==> src/rtl/msrv32_lsu_bus_master.sv <==
// msrv32_lsu_bus_master: sequential load/store unit driving a single-outstanding
// req/ack data-memory bus. Stores are lane-formatted with byte strobes; loads are
// lane-selected and sign/zero-extended. Optional ACCESS timeout is enabled by
// defining MSRV32_LSU_TIMEOUT_EN (bus_err_out is tied low otherwise).
module msrv32_lsu_bus_master #(
    parameter int ADDR_W         = 32,
    parameter int TIMEOUT_CYCLES = 255
) (
    input  logic              ms_riscv32_mp_clk_in,
    input  logic              ms_riscv32_mp_rst_n_in,
    input  logic              ld_req_in,
    input  logic              st_req_in,
    input  logic [1:0]        size_in,
    input  logic              unsigned_in,
    input  logic [ADDR_W-1:0] addr_in,
    input  logic [31:0]       wdata_in,
    input  logic              trap_taken_in,
    output logic              dmem_req_out,
    output logic              dmem_we_out,
    output logic [ADDR_W-1:0] dmem_addr_out,
    output logic [3:0]        dmem_wstrb_out,
    output logic [31:0]       dmem_wdata_out,
    input  logic              dmem_ack_in,
    input  logic [31:0]       dmem_rdata_in,
    output logic              lsu_busy_out,
    output logic              lsu_done_out,
    output logic [31:0]       load_data_out,
    output logic              bus_err_out
);

    typedef enum logic {S_IDLE = 1'b0, S_ACCESS = 1'b1} state_t;

    state_t            r_state;
    logic              r_req;
    logic              r_we;
    logic [ADDR_W-1:0] r_addr;
    logic [3:0]        r_wstrb;
    logic [31:0]       r_wdata;
    logic [1:0]        r_size;
    logic [1:0]        r_addr_lo;
    logic              r_unsigned;
    logic              r_done;
    logic [31:0]       r_load_data;

    logic              w_accept;
    logic [3:0]        w_st_wstrb;
    logic [31:0]       w_st_wdata;
    logic [31:0]       w_ld_fmt;
    logic [7:0]        w_ld_byte;
    logic [15:0]       w_ld_half;

    assign w_accept = (r_state == S_IDLE) && (ld_req_in || st_req_in) && !trap_taken_in;

    // Store lane formatting from the incoming request; loads carry no strobes or data
    always_comb begin
        w_st_wstrb = 4'b0000;
        w_st_wdata = 32'h0;
        if (st_req_in) begin
            case (size_in)
                2'b00: begin
                    w_st_wstrb = 4'b0001 << addr_in[1:0];
                    w_st_wdata = {4{wdata_in[7:0]}};
                end
                2'b01: begin
                    w_st_wstrb = addr_in[1] ? 4'b1100 : 4'b0011;
                    w_st_wdata = {2{wdata_in[15:0]}};
                end
                default: begin
                    w_st_wstrb = 4'b1111;
                    w_st_wdata = wdata_in;
                end
            endcase
        end
    end

    // Load alignment and extension using the size/offset latched at accept
    always_comb begin
        w_ld_byte = 8'h00;
        case (r_addr_lo)
            2'b00:   w_ld_byte = dmem_rdata_in[7:0];
            2'b01:   w_ld_byte = dmem_rdata_in[15:8];
            2'b10:   w_ld_byte = dmem_rdata_in[23:16];
            default: w_ld_byte = dmem_rdata_in[31:24];
        endcase
        w_ld_half = r_addr_lo[1] ? dmem_rdata_in[31:16] : dmem_rdata_in[15:0];
        case (r_size)
            2'b00:   w_ld_fmt = {{24{w_ld_byte[7] & ~r_unsigned}}, w_ld_byte};
            2'b01:   w_ld_fmt = {{16{w_ld_half[15] & ~r_unsigned}}, w_ld_half};
            default: w_ld_fmt = dmem_rdata_in;
        endcase
    end

`ifdef MSRV32_LSU_TIMEOUT_EN
    localparam int CNT_W = (TIMEOUT_CYCLES > 1) ? $clog2(TIMEOUT_CYCLES + 1) : 1;
    localparam logic [CNT_W-1:0] CNT_LAST = CNT_W'(TIMEOUT_CYCLES - 1);
    logic [CNT_W-1:0] r_cnt;
    logic             r_bus_err;
    assign bus_err_out = r_bus_err;
`else
    logic w_unused_timeout;
    assign w_unused_timeout = (TIMEOUT_CYCLES != 0);
    assign bus_err_out      = 1'b0;
`endif

    // Request FSM: latch the request in IDLE, hold the bus in ACCESS until ack
    always_ff @(posedge ms_riscv32_mp_clk_in or negedge ms_riscv32_mp_rst_n_in) begin
        if (!ms_riscv32_mp_rst_n_in) begin
            r_state     <= S_IDLE;
            r_req       <= 1'b0;
            r_we        <= 1'b0;
            r_addr      <= '0;
            r_wstrb     <= 4'b0000;
            r_wdata     <= 32'h0;
            r_size      <= 2'b00;
            r_addr_lo   <= 2'b00;
            r_unsigned  <= 1'b0;
            r_done      <= 1'b0;
            r_load_data <= 32'h0;
`ifdef MSRV32_LSU_TIMEOUT_EN
            r_cnt       <= '0;
            r_bus_err   <= 1'b0;
`endif
        end else begin
            r_done <= 1'b0;
`ifdef MSRV32_LSU_TIMEOUT_EN
            r_bus_err <= 1'b0;
`endif
            case (r_state)
                S_IDLE: begin
                    if (w_accept) begin
                        r_state    <= S_ACCESS;
                        r_req      <= 1'b1;
                        r_we       <= st_req_in;
                        r_addr     <= {addr_in[ADDR_W-1:2], 2'b00};
                        r_wstrb    <= w_st_wstrb;
                        r_wdata    <= w_st_wdata;
                        r_size     <= size_in;
                        r_addr_lo  <= addr_in[1:0];
                        r_unsigned <= unsigned_in;
`ifdef MSRV32_LSU_TIMEOUT_EN
                        r_cnt      <= '0;
`endif
                    end
                end
                S_ACCESS: begin
                    if (dmem_ack_in) begin
                        r_state <= S_IDLE;
                        r_req   <= 1'b0;
                        r_done  <= !trap_taken_in;
                        if (!r_we && !trap_taken_in) begin
                            r_load_data <= w_ld_fmt;
                        end
`ifdef MSRV32_LSU_TIMEOUT_EN
                    end else if (r_cnt == CNT_LAST) begin
                        r_state   <= S_IDLE;
                        r_req     <= 1'b0;
                        r_bus_err <= 1'b1;
                    end else begin
                        r_cnt <= r_cnt + 1'b1;
`endif
                    end
                end
                default: r_state <= S_IDLE;
            endcase
        end
    end

    assign dmem_req_out   = r_req;
    assign dmem_we_out    = r_we;
    assign dmem_addr_out  = r_addr;
    assign dmem_wstrb_out = r_wstrb;
    assign dmem_wdata_out = r_wdata;
    assign lsu_busy_out   = (r_state == S_ACCESS);
    assign lsu_done_out   = r_done;
    assign load_data_out  = r_load_data;

endmodule

==> config.mk <==
export PLATFORM = sky130hd
export DESIGN_NAME = msrv32_lsu_bus_master
export DESIGN_NICKNAME = d
export VERILOG_FILES = /design/src/rtl/msrv32_lsu_bus_master.sv
export SDC_FILE = /design/constraint.sdc
export NUM_CORES = 1
export LEC_CHECK = 0
export BUFFER_PORTS_ARGS = -buffer_cell sky130_fd_sc_hd__buf_2
export CAP_MARGIN = 30
export CORE_UTILIZATION = 35
export DETAILED_ROUTE_END_ITERATION = 10
export PLACE_DENSITY = 0.61
export RECOVER_POWER = 25
export SLEW_MARGIN = 25
export SYNTH_ARGS = -nofsm -noshare
export SYNTH_HDL_FRONTEND = slang
export SYNTH_SLANG_ARGS = --single-unit
==> constraint.sdc <==
create_clock -name ms_riscv32_mp_clk_in -period 2 [get_ports ms_riscv32_mp_clk_in]
set_input_delay 0.4 -clock ms_riscv32_mp_clk_in [delete_from_list [all_inputs] [get_ports ms_riscv32_mp_clk_in]]
set_output_delay 0.4 -clock ms_riscv32_mp_clk_in [all_outputs]
set_load 0.05 [all_outputs]
==> results.sh <==
export IMPL_initial_core_util_pct=35.9
export IMPL_cp_num_cells=5
export IMPL_cts_tree="done"
export IMPL_r2r_start="r_addr_lo[1]"
export IMPL_fmax_mhz=605
export IMPL_critPathCapture="load_data_out[30]"
export IMPL_grt_start_max_net_pins=62
export IMPL_ctsHoldBuffers=1
export IMPL_wl_per_cell_um=16.0
export IMPL_dp_hpwl_um=9960
export IMPL_startpoint_type="flop"
export IMPL_first_pass_iters=6
export IMPL_place_gp_congestion=0.836
export IMPL_wl_met2_um=6280
export IMPL_cp_top_family="flip-flops"
export IMPL_numCtsBuffers=9
export IMPL_seqPwrFrac_pct=34.1
export IMPL_layout_common_cells="205 x buf_2, 107 x dfrtp_1, 64 x nand2_1, 43 x o21ai_0, 36 x a21oi_1"
export IMPL_cp_data_arrival_time_ns=1.92
export IMPL_cap_violations=0
export IMPL_fp_dieW_um=118
export IMPL_cp_required_ns=2.27
export IMPL_fp_dieH_um=118
export IMPL_synth_edf_count=0
export IMPL_worstSkewPairLatency_ns=0.35
export IMPL_grt_ovfl_total=0
export IMPL_finalSetupViolations=0
export IMPL_io_pins=210
export IMPL_finalHoldViolCount=0
export IMPL_endpoint_kind="flop"
export IMPL_portBuffers=206
export IMPL_netlist_area_um2=4730
export IMPL_finalNetCount=754
export IMPL_yosys_area_top_type="dfrtp_1"
export IMPL_p_sw_mw=4.44
export IMPL_post_cts_buffers=0
export IMPL_tightest_slew_ns=0.835
export IMPL_crit_chain="or3b_1 -> o22ai_2 -> a211oi_2 -> buf_4 -> a21oi_1"
export IMPL_met1_length_um=5630
export IMPL_cp_startpoint="r_addr_lo[1]"
export IMPL_ant_nets=0
export IMPL_cts_resized=0
export IMPL_yosysSeqAreaShare_pct=56.6
export IMPL_period_needed_ns=1.65
export IMPL_yosysWarningCount=0
export IMPL_reg2reg_slack_ns=0.35
export IMPL_intPower_mw=4.93
export IMPL_power_total_mw=9.36
export IMPL_async_reset_ff_share_pct=100
export IMPL_cp_slowest_stage_delay_ns=0.49
export IMPL_period_share_pct=82.6
export IMPL_vdd_ir_drop_max_uv=461
export IMPL_htreeDepth=3
export IMPL_antenna_cells=0
export IMPL_status="finished, final reports clean"
export IMPL_crit_buf_inv=1
export IMPL_wl_um=13300
export IMPL_track_usage_pct=19.2
export IMPL_ctsRootBufferMaster="clkbuf_16"
export IMPL_cts_buffer_depth=2
export IMPL_final_common_cell="buf_2"
export IMPL_synth_top_area_share_pct=56.6
export IMPL_area_growth_pct=33.7
export IMPL_power_frac_clock_pct=19.6
export IMPL_via_per_inst=4.98
export IMPL_ys_ff_latch=107
export IMPL_power_density_cell_area_nw_per_um2=1480
export IMPL_drt_first_iter_violations=294
export IMPL_drt_drc_violations_left=0
export IMPL_synth_avg_cell_area_um2=10.6
export IMPL_grt_pass1_vias=4065
export IMPL_clkTransAtPathRegs_ns=0.07
export IMPL_vias=4137
export IMPL_core_um2=13200
export IMPL_cts_sinks=107
export IMPL_crit_type="flop to flop"
export IMPL_met3_length_um=1140
export IMPL_p_leak_nw=3.13
export IMPL_rsz0062_at_grt="no"
export IMPL_dieArea_um2=14000
export IMPL_maxSlewViolCount=0
export IMPL_combPwrFrac_pct=46.3
export IMPL_drive_gt1_share_pct=43.0
export IMPL_setup_tns_ns=0
export IMPL_rows=42
export IMPL_hold_path_class="input port to flop"
export IMPL_grt_pass1_wl_um=21000
export IMPL_synthTopCellsByArea="dfrtp_1 57%, mux2_2 7.9%, nand2_1 5.1%"
export IMPL_skew_ns=0.00537
export IMPL_antenna_found_initial=2
export IMPL_slew_headroom_pct=44.4
export IMPL_p_sw_share_pct=47.4
export IMPL_cp_max_fo=16
export IMPL_r2r_cells=5
export IMPL_topRoutingLayerUsed="met5"
export IMPL_synth_flop_cell="dfrtp_1"
export IMPL_cpMaxStageDelayCell="dfrtp_1"
export IMPL_syn_inst=446
export IMPL_worstReg2RegEnd="load_data_out[30]"
export IMPL_synth_distinct_cells=32
## metrics by stage
step | instance area, um2 | setup slack (ns) | util, % | hold WS [ns] | std cells
final | 6320 | 0.348 | 48.0 | 0.255 | 830
after global routing | 6320 | 0.175 | 48.0 | 0.250 | 830
after CTS | 6340 | 0.340 | 48.1 | 0.246 | 830
after detailed placement | 6020 | 0.258 | 45.6 | 0.288 | 813
after global placement | 6020 | 0.317 | 45.6 | 0.295 | 813
after floorplan | 4740 | 0.0742 | - | 0.104 | 448
## cells in the mapped netlist, types with 3 or more instances
| cell type | count |
|---|---|
| mux2_1 | 9 |
| o31ai_1 | 6 |
| nor2b_1 | 17 |
| dfrtp_1 | 107 |
| buf_2 | 4 |
| mux2_2 | 33 |
| nor2_1 | 30 |
| o21ai_0 | 43 |
| nand2_1 | 64 |
| mux2i_1 | 12 |
| o22ai_1 | 6 |
| buf_4 | 3 |
| o21ai_1 | 3 |
| a22oi_1 | 8 |
| a22o_1 | 17 |
| or2_2 | 6 |
| inv_1 | 4 |
| clkbuf_1 | 22 |
| a21oi_1 | 36 |
## power by group through the flow
stage | combinational, mW | clock (mW) | sequential [mW]
after CTS | 4.37 | 1.88 | 3.19
after floorplan | 0.954 | 0 | 5.45
after global routing | 4.56 | 1.99 | 3.28
after detailed placement | 4.37 | 0 | 3.23
after global placement | 4.32 | 0 | 3.21
final | 4.34 | 1.84 | 3.19
## state kept, by name, indices dropped and copies added (netlist names)
name            flops
dmem_req_out        1
dmem_addr_out      30
dmem_wdata_out     32
load_data_out      32
r_addr_lo           2
r_unsigned          1
dmem_wstrb_out      4
lsu_done_out        1
r_size              2
lsu_busy_out        1
dmem_we_out         1
## cell families (layout without fill, tap and decap cells)
| group | Yosys count | in the layout | share of synthesized area (%) |
|---|---|---|---|
| AND/OR/NAND/NOR | 126 | 126 | 11.9 |
| AO/OA/AOI/OAI | 123 | 123 | 15.7 |
| flip-flops | 107 | 107 | 56.6 |
| multiplexers | 54 | 54 | 12.5 |
| buffers and inverters | 35 | 241 | 3.12 |
| other | 1 | 3 | 0.0793 |
## worst reg2reg max path, cell delays in order, from the launching register on
cell and delay [ns]:
dfrtp_1 0.49, or3b_1 0.39, o22ai_2 0.22, a211oi_2 0.12
buf_4 0.21, a21oi_1 0.16
## per-layer routing
layer | GRT usage, % | up-vias
met5 | 0 | -
met4 | 5.29 | 2
met1 | 24.2 | 1983
met3 | 6.47 | 18
li1 | - | 1945
met2 | 31.4 | 189
## cell type report
class	count	area [um2]
Clock buffer	11	253
Clock inverter	5	60.1
Fill cell	1267	6870
Inverter	4	15.0
Multi-Input combinational cell	306	1930
Sequential cell	107	2680
Tap cell	176	220
Timing Repair Buffer	221	1170
## worst min-delay path by stage
stage                      startpoint                 to  slack, ns  depth (start not counted)
2_1_floorplan  ms_riscv32_mp_rst_n_in  dmem_addr_out[10]       0.10                          0
3_3_place_gp   ms_riscv32_mp_rst_n_in  load_data_out[28]       0.29                          1
3_5_place_dp   ms_riscv32_mp_rst_n_in  load_data_out[21]       0.29                          1
4_1_cts                 trap_taken_in       lsu_done_out       0.25                          2
5_1_grt                   addr_in[24]  dmem_addr_out[24]       0.25                          2
6_report                  dmem_ack_in       lsu_busy_out       0.25                          2
(Power assumes the default switching activity.)
